File: config.mk
export PLATFORM = sky130hd
export DESIGN_NAME = aurora_prbs31_step
export DESIGN_NICKNAME = d
export VERILOG_FILES = /design/src/rtl/aurora_bist_pkg.sv /design/src/rtl/aurora_prbs31_step.sv
export SDC_FILE = /design/constraint.sdc
export NUM_CORES = 1
export LEC_CHECK = 0
export BUFFER_PORTS_ARGS = -buffer_cell sky130_fd_sc_hd__buf_4
export CORE_MARGIN = 5
export CORE_UTILIZATION = 28
export DETAILED_ROUTE_END_ITERATION = 8
export GPL_TIMING_DRIVEN = 0
export PLACE_DENSITY = 0.81
export SYNTH_ARGS = -nofsm -noshare
export SYNTH_HDL_FRONTEND = slang
export SYNTH_SLANG_ARGS = --single-unit
File: constraint.sdc
create_clock -name vclk -period 0.8
set_input_delay 0.08 -clock vclk [all_inputs]
set_output_delay 0.08 -clock vclk [all_outputs]
set_load 0.005 [all_outputs]
File: src/rtl/aurora_bist_pkg.sv
// Shared PRBS-31 definitions for the Aurora BIST generator and checker.
// Polynomial x^31+x^28+1, serial MSB-first, 64 bits per word.
package aurora_bist_pkg;

   localparam int PRBS_LEN = 31;
   localparam int PRBS_TAP = 28;
   localparam int WORD_W   = 64;

   typedef enum logic [1:0] {
      IDLE,
      SEARCH,
      LOCKED
   } bist_state_t;

   typedef struct packed {
      logic [WORD_W-1:0]   word;
      logic [PRBS_LEN-1:0] state;
   } prbs_step_t;

   // state[30] is the oldest bit; the new bit is state[30] ^ state[27]
   function automatic prbs_step_t prbs31_next64(
      input logic [PRBS_LEN-1:0] state
   );
      prbs_step_t r;
      logic [PRBS_LEN-1:0] s;
      logic b;
      s = state;
      r.word = '0;
      for (int i = WORD_W - 1; i >= 0; i--) begin
         b = s[PRBS_LEN-1] ^ s[PRBS_TAP-1];
         r.word[i] = b;
         s = {s[PRBS_LEN-2:0], b};
      end
      r.state = s;
      return r;
   endfunction

endpackage

File: src/rtl/aurora_prbs31_step.sv
// Combinational 64-bit advance of the PRBS-31 LFSR.
// Produces the next word and the LFSR state after that word.
module aurora_prbs31_step
   import aurora_bist_pkg::*;
(
   input  logic [PRBS_LEN-1:0] state,
   output logic [WORD_W-1:0]   word,
   output logic [PRBS_LEN-1:0] next_state
);

   prbs_step_t step;

   always_comb begin
      step = prbs31_next64(state);
   end

   assign word       = step.word;
   assign next_state = step.state;

endmodule

==> results of run 1 <==
cells in the final DEF, fill, tap and decap left out:
cell type and instances:
buf_4 137, xor2_1 41, buf_6 11, xor2_2 8, xnor2_2 5, buf_8 5
buf_12 5, xnor2_4 4, xor2_4 4, inv_1 3, xnor2_1 3
stage by stage:
stage,TNS (ps),hold slack [ps]
2_1_floorplan,0,211
3_3_place_gp,-2600,449
3_5_place_dp,-2770,454
4_1_cts,-517,451
5_1_grt,-1270,474
6_report,-586,463
layer usage:
layer	share of wire [%]	global-route usage [%]	routed length [um]	up-vias
met2	63	32.1	2310	42
met5	0	0	0	-
met1	30	15.6	1120	469
li1	-	-	-	519
met4	0.19	0	7	0
met3	6.7	1.55	249	2
what timing repair did:
item	CTS	global route
endpoints found under the setup margin	21	24
pin swaps	12	7
setup buffers	4	2
resized for setup	38	23
cloned	0	0
hold buffers	0	0
cell type report:
cell class / count / share of cell area (%)
inverter: 3 / 0.513
buffer: 27 / 9.41
tap: 31 / 1.77
timing repair buffer: 131 / 51.1
multi-input combinational: 65 / 37.2
worst max-delay path: stages:
cell and delay (ps):
buf_12 110, xor2_4 190, xor2_2 190, buf_4 140
buf_6 80
kinds of logic after synthesis:
group                     count (synthesis)  share of synthesized area (%)
buffers and inverters                    35                           29.9
xor gates and xnor gates                 65                           70.1
report_power, final:
part / total, mW / switching (mW) / internal, mW
Sequential: 0 / 0 / 0
Clock: 0 / 0 / 0
Combinational: 2.04 / 0.757 / 1.28
final timing paths:
check	cells past startpoint	start	end	slack [ps]
max	5	state[24]	word[4]	-80
min	3	state[10]	word[46]	460
==> out/metrics.yaml, run 1 <==
grt_overflow: 0
dr.pass1.iters: 4
vias_per_cell: 4.02
finalSetupViolCount: 9
multi_input_area_sq_um: 817
design.seq.count: 0
nClkBuffers: 0
via_count: 1032
gr-usage-all-layers_pct: 14.7
fin_crit_ps: 880
initial_utilization_pct: 29.7
finalPower_mw: 2.04
finalWirelength_um: 3690
worstPathArrival_ps: 800
synth_most_common_cell: "xor2_1"
antenna_found_initial: 0
yosys_warnings: 0
placed_cells: 256
layout.nets: 259
syn-num-nets: 131
tightest_slew_ps: 242
fmax_mhz: 1140
max_slew_margin_pct: 83.8
globalplace.congestion: 0.772
violations: "setup timing"
drv_cap: 0
final_cells: 257
rsz0062_at_grt: "yes"
coreArea_sq_mm: 0.00281
cp-end-kind: "primary output"
ir_drop_mv: 0.571
synthDistinctLibCells: 7
grt_first_pass_wirelength_um: 5050
port-buffer-count: 125
fillCellCount: 199
post_drt_wl_per_cell_um: 14.4
seq_area_frac_synth_pct: 0
diodes: 0
postSynthAreaPerCell_sq_um: 8.33
min_period_over_period_pct: 110
hpwl_um: 2890
yosysTopAreaCell: "xor2_1"
drc: 0
ant_nets: 0
hold_path_class: "primary input to primary output"
crit_fanout: 3
power.leakage_nw: 1.16
syn-instance-count: 100
post-route-util_pct: 78.2
post-place-ws_ps: -280
synthTopCellsByCount: "xor2_1 (52), buf_4 (31), xnor2_1 (11)"
die_width_um: 64.6
final_hold_viol_count: 0
place_area_sq_mm: 0.00181
first_iter_violations: 19
die_h_um: 64.6
rows: 19
syn_area_sq_um: 833
power_density_mw_per_mm2: 930
seq_area_sq_um: 0
worstPathRequired_ps: 720
io_pins: 126
worst-setup-path-type: "primary input to primary output"
synth.top_cell.area_share_pct: 54.7
syn_to_final_growth_pct: 163
grt_max_degree: 6
layout-drive-gt1-share_pct: 79.2
ys_top_cells_by_area: "xor2_1 (55%), buf_4 (28%), xnor2_1 (12%)"
final_cell_area_sq_mm: 0.00219
cp-start-kind: "primary input"
die_area_sq_mm: 0.00417
drv_slew: 0
fin_ws_ps: -80.1
status: "finished with violations"
grt_pass1_vias: 973
No activity file was read; power rests on OpenSTA's default activity.
==> inputs of run 2 (changes only) <==
--- a/config.mk
+++ b/config.mk
@@ -6,11 +6,12 @@
 export NUM_CORES = 1
 export LEC_CHECK = 0
 export BUFFER_PORTS_ARGS = -buffer_cell sky130_fd_sc_hd__buf_4
+export CAP_MARGIN = 20
 export CORE_MARGIN = 5
 export CORE_UTILIZATION = 28
 export DETAILED_ROUTE_END_ITERATION = 8
-export GPL_TIMING_DRIVEN = 0
 export PLACE_DENSITY = 0.81
+export SLEW_MARGIN = 10
 export SYNTH_ARGS = -nofsm -noshare
 export SYNTH_HDL_FRONTEND = slang
 export SYNTH_SLANG_ARGS = --single-unit
==> run 2 against run 1 <==
Effect of this change:
- sequential share of layout area is the same
- global-route usage is 0.93 points lower
- via count is 6.4% lower
- first-iteration DRC count grew 32%
- critical endpoint is now word[1]
- largest power group unchanged
- flip-flop and latch count stayed put
- hold slack about the same
- the run still ends with setup timing left
- final cell count decreased by 4.7%
==> out/metrics.yaml, run 2 (synthesis gave the netlist of run 1 again) <==
ir_drop_mv: 0.456  # -20%
initial_utilization_pct: 29.7  # unchanged
finalSetupViolCount: 9  # unchanged
drv_slew: 0  # unchanged
post_drt_wl_per_cell_um: 14.4  # about the same
grt_overflow: 0  # unchanged
grt_first_pass_wirelength_um: 4790  # -5.2%
min_period_over_period_pct: 104  # -6.5 points
antenna_found_initial: 0  # unchanged
path_cells: "buf_8, xnor2_4, xnor2_2, buf_4"
path_delay_family: "XOR/XNOR gates"
postCtsHoldBufs: 0  # unchanged
final_common_cell: "buf_4"
worstPathArrival_ps: 750  # -50 ps
hold_path_class: "primary input to primary output"
rows: 19  # unchanged
dr.pass1.iters: 2  # -2
cp-end-kind: "primary output"
ant_nets: 0  # unchanged
port-buffer-count: 126  # +0.80%
globalplace.congestion: 0.732  # -5.1%
power.leakage_nw: 1.07  # -7.1%
finalPower_mw: 1.81  # -11%
via_count: 966  # -6.4%
crit_fanout: 4  # +1
fin_ws_ps: -28.5  # +51.7 ps
coreArea_sq_mm: 0.00281  # unchanged
seq_area_sq_um: 0  # unchanged
drv_cap: 0  # unchanged
grt_pass1_vias: 961  # -1.2%
io_pins: 126  # unchanged
layout.nets: 247  # -4.6%
diodes: 0  # unchanged
cp-start-kind: "primary input"
first_iter_violations: 25  # +6
fin_crit_ps: 828  # -51.7 ps
slowest_stage: "xnor2_4"
hpwl_um: 2950  # +2.0%
power_density_mw_per_mm2: 901  # -3.1%
grt_max_degree: 5  # -1
design.seq.count: 0  # unchanged
final_cell_mix: "buf_4 (136), xor2_1 (43), xor2_2 (8)"
status: "finished with violations"
fmax_mhz: 1210  # +6.2%
gr-usage-all-layers_pct: 13.8  # -0.93 points
slowest_delay_ps: 250  # +60 ps
final_hold_viol_count: 0  # unchanged
max_slew_margin_pct: 83.6  # -0.14 points
violations: "setup timing"
vias_per_cell: 3.94  # -1.8%
tightest_slew_ps: 245  # +2.99 ps
die_area_sq_mm: 0.00417  # unchanged
die_h_um: 64.6  # unchanged
whs_ps: 463  # -0.154 ps
syn_to_final_growth_pct: 141
worst-path-buf-inv: 2  # -1
fillCellCount: 230  # +16%
nClkBuffers: 0  # unchanged
die_width_um: 64.6  # unchanged
rsz0062_at_grt: "yes"
layout-drive-gt1-share_pct: 77.6  # -1.6 points
drc: 0  # unchanged
finalWirelength_um: 3520  # -4.6%
worstPathRequired_ps: 720  # about the same
worst-setup-path-type: "primary input to primary output"
multi_input_area_sq_um: 787  # -3.7%
-- run 2: cell types whose count changed in the layout (fill, tap and decap cells not counted), sizes merged --
cell / delta
buf: -12
-- run 2: report_power, final --
| part | internal [mW] | total [mW] | switching, mW |
|---|---|---|---|
| Combinational | 1.11 | 1.81 | 0.703 |
| Clock | 0 | 0 | 0 |
| Sequential | 0 | 0 | 0 |
| Total | 1.11 | 1.81 | 0.703 |
-- run 2: through the flow --
stage | worst slack, ps | std cells | utilization, % | TNS (ps) | instance area [sq um]
floorplan | 3.25 | 100 | - | 0 | 833
global placement | -107 | 243 | 61.2 | -1130 | 1720
detailed placement | -145 | 243 | 61.2 | -1660 | 1720
CTS | -30.2 | 242 | 67.4 | -177 | 1890
global route | -100 | 245 | 71.5 | -796 | 2010
finish | -28.5 | 245 | 71.5 | -184 | 2010
-- run 2: area by class of cell --
cell class,instances,share of cell area (%)
inverters,3,0.561
repair buffers,146,58.3
well taps,31,1.93
multi-input cells,65,39.2
-- run 2: path summary, 6_finish.rpt --
kind | from | to | depth (start not counted)
setup / recovery | state[30] | word[1] | 4
hold / removal | state[12] | word[48] | 3
-- run 2: routing by layer --
layer | wire length [um] | up-vias | track usage (%)
met3 | 194 | 0 | 1.04
met5 | 0 | - | 0
met2 | 2300 | 40 | 31.3
li1 | - | 488 | -
met4 | 0 | 0 | 0.528
met1 | 1030 | 438 | 13.7
-- run 2: timing repair --
action,CTS,global route
buffers inserted,1,3
pin swaps,10,8
resized for setup,28,15
endpoints found under the setup margin,22,23
